$ cat src/rtl/product_accumulator_if.sv
// Stream bundle between the multiplier array and the product accumulator:
// an input beat channel and a result channel, each with valid/ready.
interface product_accumulator_if #(
  parameter int DATA_WIDTH = 32,
  parameter int ACC_WIDTH  = 48,
  parameter int NUM        = 4
);
  logic                             in_valid;
  logic                             in_ready;
  logic [NUM-1:0][DATA_WIDTH-1:0]   in_data;
  logic                             in_last;
  logic                             out_valid;
  logic                             out_ready;
  logic [ACC_WIDTH-1:0]             out_data;
  logic [15:0]                      out_count;

  modport master (
    output in_valid, in_data, in_last, out_ready,
    input  in_ready, out_valid, out_data, out_count
  );

  modport slave (
    input  in_valid, in_data, in_last, out_ready,
    output in_ready, out_valid, out_data, out_count
  );
endinterface

$ cat src/rtl/product_accumulator.sv
// Reduces NUM products per beat through a registered adder tree and accumulates
// beats into a dot-product sum, emitted with its beat count on each last beat.
module product_accumulator #(
  parameter int DATA_WIDTH = 32,
  parameter int ACC_WIDTH  = 48,
  parameter int NUM        = 4
) (
  input  logic                  clk,
  input  logic                  rst,
  product_accumulator_if.slave  bus
);

  localparam int L        = (NUM > 1) ? $clog2(NUM) : 0;
  localparam int W        = 1 << L;
  localparam int PAD_BITS = W * DATA_WIDTH;

  logic                       advance;
  logic                       out_valid_q, out_valid_d;
  logic [ACC_WIDTH-1:0]       out_data_q, out_data_d;
  logic [15:0]                out_count_q, out_count_d;
  logic [ACC_WIDTH-1:0]       acc_q, acc_d;
  logic [15:0]                cnt_q, cnt_d;
  logic                       fresh_q, fresh_d;

  logic [PAD_BITS-1:0]              in_flat;
  logic [W-1:0][DATA_WIDTH-1:0]     in_pad;

  // One stall signal freezes every stage, so nothing is lost or duplicated.
  assign advance      = !out_valid_q || bus.out_ready;
  assign bus.in_ready = advance;

  // Zero-extending the packed beat pads a non power-of-two NUM with zero products.
  assign in_flat = PAD_BITS'(bus.in_data);
  assign in_pad  = in_flat;

  for (genvar k = 0; k <= L; k++) begin : lvl
    localparam int N = W >> k;

    logic [ACC_WIDTH-1:0] sum_d [N];
    logic [ACC_WIDTH-1:0] sum_q [N];
    logic                 valid_d, valid_q;
    logic                 last_d, last_q;

    if (k == 0) begin : g_in
      always_comb begin
        valid_d = bus.in_valid;
        last_d  = bus.in_last;
        for (int i = 0; i < N; i++) begin
          sum_d[i] = ACC_WIDTH'(signed'(in_pad[i]));
        end
      end
    end else begin : g_add
      always_comb begin
        valid_d = lvl[k-1].valid_q;
        last_d  = lvl[k-1].last_q;
        for (int i = 0; i < N; i++) begin
          sum_d[i] = lvl[k-1].sum_q[2*i] + lvl[k-1].sum_q[2*i+1];
        end
      end
    end

    always_ff @(posedge clk) begin
      if (rst) begin
        valid_q <= 1'b0;
        last_q  <= 1'b0;
      end else if (advance) begin
        valid_q <= valid_d;
        last_q  <= last_d;
        sum_q   <= sum_d;
      end
    end
  end

  logic [ACC_WIDTH-1:0] tail_sum;
  logic                 tail_valid;
  logic                 tail_last;
  logic [ACC_WIDTH-1:0] base_acc;
  logic [15:0]          base_cnt;
  logic [ACC_WIDTH-1:0] grp_sum;
  logic [15:0]          grp_cnt;

  assign tail_sum   = lvl[L].sum_q[0];
  assign tail_valid = lvl[L].valid_q;
  assign tail_last  = lvl[L].last_q;

  // A fresh group ignores whatever acc/cnt still hold from the previous one.
  always_comb begin
    acc_d       = acc_q;
    cnt_d       = cnt_q;
    fresh_d     = fresh_q;
    out_valid_d = out_valid_q;
    out_data_d  = out_data_q;
    out_count_d = out_count_q;
    base_acc    = fresh_q ? '0 : acc_q;
    base_cnt    = fresh_q ? '0 : cnt_q;
    grp_sum     = base_acc + tail_sum;
    grp_cnt     = (base_cnt == 16'hFFFF) ? base_cnt : base_cnt + 16'd1;
    if (advance) begin
      if (out_valid_q) begin
        out_valid_d = 1'b0;
      end
      if (tail_valid) begin
        if (tail_last) begin
          out_data_d  = grp_sum;
          out_count_d = grp_cnt;
          out_valid_d = 1'b1;
          fresh_d     = 1'b1;
        end else begin
          acc_d   = grp_sum;
          cnt_d   = grp_cnt;
          fresh_d = 1'b0;
        end
      end
    end
  end

  always_ff @(posedge clk) begin
    if (rst) begin
      acc_q       <= '0;
      cnt_q       <= '0;
      fresh_q     <= 1'b1;
      out_valid_q <= 1'b0;
      out_data_q  <= '0;
      out_count_q <= '0;
    end else begin
      acc_q       <= acc_d;
      cnt_q       <= cnt_d;
      fresh_q     <= fresh_d;
      out_valid_q <= out_valid_d;
      out_data_q  <= out_data_d;
      out_count_q <= out_count_d;
    end
  end

  assign bus.out_valid = out_valid_q;
  assign bus.out_data  = out_data_q;
  assign bus.out_count = out_count_q;

endmodule
$ cat src/flat_wrapper.sv
// flat-port wrapper written by rule: the top's interface ports become plain ports
module product_accumulator_flat 
#(
  parameter int DATA_WIDTH = 32,
  parameter int ACC_WIDTH  = 48,
  parameter int NUM        = 4
)
  (clk, rst, bus_in_valid, bus_in_data, bus_in_last, bus_out_ready, bus_in_ready, bus_out_valid, bus_out_data, bus_out_count);
  product_accumulator_if #(.DATA_WIDTH(DATA_WIDTH), .ACC_WIDTH(ACC_WIDTH), .NUM(NUM)) bus_i ();
  input  logic clk;
  input  logic rst;
  input wire logic [$bits(bus_i.in_valid)-1:0] bus_in_valid;
  input wire logic [$bits(bus_i.in_data)-1:0] bus_in_data;
  input wire logic [$bits(bus_i.in_last)-1:0] bus_in_last;
  input wire logic [$bits(bus_i.out_ready)-1:0] bus_out_ready;
  output wire logic [$bits(bus_i.in_ready)-1:0] bus_in_ready;
  output wire logic [$bits(bus_i.out_valid)-1:0] bus_out_valid;
  output wire logic [$bits(bus_i.out_data)-1:0] bus_out_data;
  output wire logic [$bits(bus_i.out_count)-1:0] bus_out_count;
  assign bus_i.in_valid = bus_in_valid;
  assign bus_i.in_data = bus_in_data;
  assign bus_i.in_last = bus_in_last;
  assign bus_i.out_ready = bus_out_ready;
  assign bus_in_ready = bus_i.in_ready;
  assign bus_out_valid = bus_i.out_valid;
  assign bus_out_data = bus_i.out_data;
  assign bus_out_count = bus_i.out_count;
  product_accumulator #(.DATA_WIDTH(DATA_WIDTH), .ACC_WIDTH(ACC_WIDTH), .NUM(NUM)) u_core (.clk(clk), .rst(rst), .bus(bus_i));
endmodule
$ cat config.mk
export PLATFORM = sky130hd
export DESIGN_NAME = product_accumulator_flat
export DESIGN_NICKNAME = d
export VERILOG_FILES = /design/src/rtl/product_accumulator_if.sv /design/src/rtl/product_accumulator.sv /design/src/flat_wrapper.sv
export SDC_FILE = /design/constraint.sdc
export NUM_CORES = 1
export LEC_CHECK = 0
export ABC_AREA = 1
export BUFFER_PORTS_ARGS = -buffer_cell sky130_fd_sc_hd__buf_2
export CAP_MARGIN = 20
export CORE_MARGIN = 5
export CORE_UTILIZATION = 50
export CTS_CLUSTER_DIAMETER = 120
export DETAILED_ROUTE_END_ITERATION = 6
export GPL_ROUTABILITY_DRIVEN = 0
export PLACE_DENSITY = 0.77
export SETUP_SLACK_MARGIN = 0.5
export SYNTH_ARGS = -nofsm -noshare
export SYNTH_HDL_FRONTEND = slang
export SYNTH_SLANG_ARGS = --single-unit
$ cat constraint.sdc
create_clock -name clk -period 12.82 [get_ports clk]
set_input_delay 0.641 -clock clk [delete_from_list [all_inputs] [get_ports clk]]
set_output_delay 0.641 -clock clk [all_outputs]
set_load 0.02 [all_outputs]
==> results of run 1 <==
[per-layer routing]
metal	global-route usage [%]	part of all wire [%]	routed length (um)
met5	0	0	0
met4	7.21	3.1	1810
met3	3.04	7.2	4190
met2	39.1	47	27600
met1	29.7	43	24900
[area by class of cell]
class                      count  area [um2]  share of cell area [%]
sequential                   378        9990                    38.4
inverter                     477        1790                    6.90
multi-input combinational   2065       10900                    42.0
tap                          600         751                    2.89
clock inverter                28         313                    1.20
clock buffer                  47        1130                    4.33
timing repair buffer         208        1100                    4.25
[cells by family (layout without fill, tap and decap cells)]
family | Yosys count | count (layout) | synth area share (%)
buffers and inverters | 521 | 760 | 8.74
AND/OR/NAND/NOR | 1360 | 1360 | 24.3
flip-flops | 378 | 378 | 43.7
XOR/XNOR | 102 | 102 | 3.91
AO/OA/AOI/OAI | 454 | 454 | 11.1
adder cells (fa/ha/maj) | 149 | 149 | 8.28
[path summary, 6_finish.rpt]
path / from / to / slack [ns]
worst max register to register: u_core.fresh_q / u_core.acc_q[46] / 9.74
worst min register to register: u_core.bus.out_data[45] / u_core.bus.out_data[45] / 0.45
worst max-delay path: u_core.fresh_q / u_core.acc_q[46] / 9.74
worst min-delay path: bus_in_data[93] / u_core.lvl[0].sum_q[77] / 0.25
[registers in the layout (all words and copies together), names as in the netlist]
signal and flops:
u_core.cnt_q 16, u_core.fresh_q 1, u_core.lvl.valid_q 3, u_core.lvl.sum_q 242, u_core.bus.out_valid 1, u_core.bus.out_data 48
u_core.lvl.last_q 3, u_core.bus.out_count 16, u_core.acc_q 48
[synth_stat cells, types with 8 or more instances]
| library cell | instances | area, um2 |
|---|---|---|
| edfxtp_1 | 242 | 7270 |
| nand3_1 | 130 | 651 |
| a21oi_1 | 193 | 966 |
| a22o_1 | 19 | 166 |
| buf_2 | 8 | 40.0 |
| a31oi_1 | 32 | 200 |
| nand2_1 | 845 | 3170 |
| o21ai_0 | 136 | 681 |
| ha_1 | 145 | 1810 |
| o21bai_1 | 15 | 113 |
| inv_1 | 474 | 1780 |
| o211ai_1 | 15 | 113 |
| nor3_1 | 22 | 110 |
| nor2_1 | 285 | 1070 |
| xnor2_1 | 21 | 184 |
| nand4_1 | 43 | 269 |
| xor2_1 | 81 | 709 |
| a21o_1 | 18 | 135 |
| dfxtp_1 | 136 | 2720 |
| clkbuf_1 | 29 | 109 |
| nor4_1 | 9 | 56.3 |
[report_power, final]
part           switching (mW)  total [mW]  leakage, nW  internal [mW]
clock                   0.487        1.24        0.714          0.756
sequential             0.0580        1.50         3.48           1.44
combinational           0.525       0.787         8.33          0.262
[critical path: stages, from the launching register on]
cell and delay [ns]:
dfxtp_2 0.33, buf_4 0.58, nor2_1 0.12, ha_1 0.27, fa_1 0.43, nand3_1 0.12, inv_1 0.06, nand2_1 0.05
nand3_1 0.12, nand2_1 0.09, nand2_1 0.24, nand2_1 0.19, nand3_1 0.09, nand2_1 0.09, nand3_1 0.06, nand2_1 0.08
inv_1 0.03
==> impl_metrics.json, run 1 <==
{
  "run_status": "finished clean",
  "path_clk_slew_ns": 0.06,
  "placed_area_um2": 24500,
  "vias_per_cell": 5.30,
  "die_area_um2": 50100,
  "core-area_um2": 45300,
  "cp.required_ns": 13.29,
  "cts-root-buf": "clkbuf_16",
  "grt_usage_pct": 22.6,
  "static-leakage-power_nw": 12.5,
  "drv_cap": 0,
  "dp_hpwl_um": 44900,
  "relSlewSlack_pct": 39.7,
  "drv_slew": 0,
  "synth-async-reset-ratio_pct": 0,
  "syn_to_final_growth_pct": 13.6,
  "rsz0062_at_grt": "no",
  "ys.flop_type": "edfxtp_1",
  "fp.dieH_um": 224,
  "first_iter_violations": 1862,
  "start_util_pct": 50.5,
  "synth_edf_count": 242,
  "reg2reg_depth": 16,
  "end_kind": "register",
  "ant_nets": 0,
  "start_kind": "register",
  "max_freq_ghz": 0.325,
  "avgSynthCellArea_um2": 7.72,
  "cts_buffer_depth": 3,
  "layout.nets": 3453,
  "synth_fp_nets": 3246,
  "final_cell_mix": "nand2_1, inv_1, nor2_1",
  "drive_above_1_share_pct": 9.52,
  "netlist_area_um2": 22900,
  "num_antenna_cells": 0,
  "cts.sinks": 378,
  "antenna_found_initial": 0,
  "hold_viol_final": 0,
  "skew_ns": 0.0370,
  "cts_setup_buffers": 0,
  "post-route-cell-area_um2": 26000,
  "wire_per_inst_um": 15.4,
  "cts_tree": "built",
  "drc": 0,
  "p_per_area_nw_per_um2": 136,
  "die_w_um": 224,
  "hold_path.class": "input port to register",
  "ys_warn_count": 0,
  "numCtsBuffers": 41,
  "grt_start_max_net_pins": 178,
  "syn_inst": 2964,
  "instances_no_fill": 3803,
  "num_vias": 20200,
  "dp_cells": 3727,
  "timing.final.crit_share_pct": 24.0,
  "power_mw": 3.53,
  "detailedPlace.worstSlack_ns": 9.69,
  "whs_path_depth": 1,
  "fin_ws_ns": 9.74,
  "wl_um": 58400,
  "ir_drop_mv": 0.116,
  "finalSetupViolations": 0,
  "grt_pass1_vias": 18900,
  "min_period_ns": 3.08,
  "path_class": "register to register",
  "final_common_cell": "nand2_1",
  "fill_cells": 4190,
  "post_cts_resized": 0,
  "holdWs_ns": 0.253,
  "worst_pin_slew_ns": 0.904,
  "grt_pass1_wl_um": 93000,
  "final_util_pct": 57.4,
  "row_count": 78,
  "globalRouteOverflowTotal": 0,
  "cp_max_fo": 57,
  "cts_hold_buf": 0,
  "arrival_ns": 3.55,
  "clk_latency_ns": 0.58,
  "port_buffers": 198,
  "synth-seq-cells": 378,
  "setup_tns_ns": 0,
  "synth_cell_types": 46,
  "h-tree-depth": 2,
  "seq_area_frac_synth_pct": 43.7,
  "io_pins": 199,
  "first_pass_iters": 7
}
Note: power is estimated with default switching activity, not from simulation.
==> inputs of run 2 (changes only) <==
ABC_AREA = 0   (was 1)
PLACE_DENSITY = 0.78   (was 0.77)
clock period = 2.65 ns   (was 12.82 ns; I/O delays follow)
==> run 2 against run 1 <==
Utilization is 20 points higher. Fmax is 9.4% lower. Combinational power increased to 10 times the previous value. The flow now finishes with violations (negative setup slack).
==> impl_metrics.json, run 2 <==
{
  "run_status": "finished with violations",
  "failed_checks": "negative setup slack",
  "numCtsBuffers": 40,
  "row_count": 72,
  "static-leakage-power_nw": 12.3,
  "synth_cell_types": 77,
  "skew_ns": 0.0176,
  "p_per_area_nw_per_um2": 714,
  "grt_pass1_vias": 18000,
  "cts-root-buf": "clkbuf_16",
  "vias_per_cell": 6.02,
  "cp.required_ns": 3.12,
  "setup_tns_ns": -42.36,
  "fill_cells": 2028,
  "finalSetupViolations": 154,
  "reg2reg_slack_ns": -0.75,
  "path_clk_slew_ns": 0.07,
  "arrival_ns": 3.86,
  "synth-async-reset-ratio_pct": 0,
  "hold_path.class": "input port to register",
  "relSlewSlack_pct": 36.9,
  "synth.area.top_cells": "edfxtp_1, dfxtp_1, ha_1, a21oi_1, xnor2_1",
  "drv_cap": 0,
  "synthAdderAreaFrac_pct": 9.59,
  "synth_fp_nets": 2136,
  "fp.dieH_um": 209,
  "grtUsageMet2_pct": 46.5,
  "instances_no_fill": 3114,
  "start_kind": "register",
  "grt_start_max_net_pins": 65,
  "yosys.area_share.simple_pct": 12.5,
  "max_freq_ghz": 0.295,
  "synth_top_family_by_area": "compound AO/OA/AOI/OAI gates",
  "hold_viol_final": 0,
  "end_kind": "register",
  "seq_area_frac_synth_pct": 50.6,
  "cts_buffer_depth": 3,
  "worstHoldEndpoint": "u_core.lvl[1].valid_q",
  "holdWs_ns": 0.0473,
  "syn_to_final_growth_pct": 52.0,
  "netlist_area_um2": 19700,
  "ant_nets": 0,
  "layout.nets": 2852,
  "h-tree-depth": 2,
  "core-area_um2": 38800,
  "syn_inst": 1854,
  "rsz0062_at_grt": "yes",
  "ys.flop_type": "edfxtp_1",
  "final_util_pct": 77.3,
  "ff_latch_area_um2": 9990,
  "largest_register_ffs": 242,
  "synth_top_cell_area_share_pct": 36.8,
  "r2r-start": "u_core.fresh_q",
  "start_util_pct": 50.9,
  "first_pass_iters": 5,
  "final_cell_mix": "buf_4, edfxtp_1, buf_2",
  "whs_path_depth": 5,
  "grt_pass1_wl_um": 93500,
  "ir_drop_mv": 0.681,
  "dp_cells": 2759,
  "cp_max_fo": 6,
  "regMostFlops": "u_core.lvl.sum_q",
  "avgSynthCellArea_um2": 10.7,
  "timing.final.crit_share_pct": 128,
  "multi_input_area_um2": 12000,
  "ys_warn_count": 0,
  "num_antenna_cells": 0,
  "first_iter_violations": 1870,
  "num_vias": 18800,
  "reg2reg_depth": 16,
  "globalRouteOverflowTotal": 0,
  "synth_edf_count": 242,
  "worst_pin_slew_ns": 0.945,
  "synth_common_cells": "edfxtp_1, nand2_1, a21oi_1",
  "port_buffers": 198,
  "use_met1_pct": 31.6,
  "power_mw": 21.4,
  "gr-max-usage-layer": "met2",
  "min_period_ns": 3.40,
  "path_class": "register to register",
  "clk_latency_ns": 0.58,
  "synth-seq-cells": 378,
  "die_area_um2": 43600,
  "fin_ws_ns": -0.745,
  "drv_slew": 0,
  "synth_top_area_cell": "edfxtp_1",
  "muxShareOfSynthArea_pct": 0.101,
  "final_common_cell": "buf_4",
  "cts_tree": "built",
  "cts.sinks": 378,
  "grt_usage_pct": 26.1,
  "synth-xor-area-share_pct": 6.30,
  "rr_endpoint": "u_core.acc_q[44]",
  "synth_most_common_cell": "edfxtp_1",
  "wl_um": 70400,
  "antenna_found_initial": 0,
  "wire_per_inst_um": 22.6,
  "use_met3_pct": 4.21,
  "drc": 0,
  "synth-compound-area-share_pct": 19.1,
  "hold_start": "bus_out_ready",
  "drive_above_1_share_pct": 40.6,
  "io_pins": 199,
  "die_w_um": 209,
  "dp_hpwl_um": 35300
}
run 2: changes by cell type after synthesis, sizes merged, moves of 52 or more:
cell | before | now
xnor2 | 21 | 97
nand2 | 848 | 194
nor2 | 291 | 106
nor2b | 0 | 79
nand3 | 134 | 25
inv | 477 | 30
a21o | 18 | 70
run 2: cell type report:
cell class	instances	share of cell area (%)
Clock buffer	54	3.80
Clock inverter	14	0.546
Inverter	31	0.396
Multi-Input combinational cell	1382	39.9
Sequential cell	378	33.3
Tap cell	518	2.16
Timing Repair Buffer	737	19.9
run 2: metal layers:
| layer | vias up | wire length (um) |
|---|---|---|
| met5 | - | 0 |
| met2 | 1149 | 35300 |
| met4 | 0 | 4230 |
| met1 | 8980 | 25500 |
| li1 | 8276 | - |
| met3 | 348 | 5320 |
run 2: kinds of logic after synthesis:
logic type / Yosys count
compound gates: 573
simple gates: 515
flops: 378
fa+ha+maj: 149
xor+xnor: 142
buf+inv: 95
mux: 2
run 2: report_power, final:
| group | total (mW) | switching [mW] | internal, mW |
|---|---|---|---|
| Clock | 5.78 | 2.46 | 3.32 |
| Combinational | 8.03 | 4.14 | 3.89 |
| Sequential | 7.62 | 0.411 | 7.20 |
| Total | 21.4 | 7.01 | 14.4 |
run 2: critical path, stage by stage, from the launching register on:
cell	delay (ns)
dfxtp_4	0.42
buf_12	0.16
buf_8	0.13
buf_12	0.10
buf_16	0.10
buf_6	0.09
nor2b_1	0.05
ha_1	0.22
a21oi_2	0.16
nor2_1	0.08
a211o_1	0.31
a21o_1	0.19
a21oi_1	0.44
o21ai_1	0.27
nor3_2	0.24
nor3b_1	0.09
o21ba_1	0.22
run 2: worst max path at each step:
stage,start,cells after the start,endpoint,slack (ns)
finish,u_core.fresh_q,16,u_core.acc_q[44],-0.75
global placement,u_core.lvl[1].sum_q[0],12,u_core.lvl[2].sum_q[30],-0.51
CTS,u_core.lvl[1].sum_q[0],13,u_core.lvl[2].sum_q[24],-0.37
global route,u_core.fresh_q,16,u_core.bus.out_data[46],-0.83
detailed placement,u_core.lvl[1].sum_q[0],13,u_core.lvl[2].sum_q[46],-0.57
floorplan,u_core.bus.out_valid,3,u_core.lvl[0].sum_q[0],-1.98
run 2: repair_timing:
action	4_1_cts	5_1_grt
buffers inserted	89	57
endpoints found under the setup margin	200	213
hold buffers	133	0
cloned	5	2
pin swaps	132	170
hold endpoints to repair	139	0
resized for setup	257	232
run 2: stage by stage:
| stage | setup slack (ns) | cell area (um2) |
|---|---|---|
| after global routing | -0.829 | 30000 |
| final | -0.745 | 30000 |
| after CTS | -0.366 | 28300 |
| after detailed placement | -0.575 | 23700 |
| after floorplan | -1.98 | 20400 |
| after global placement | -0.514 | 23700 |
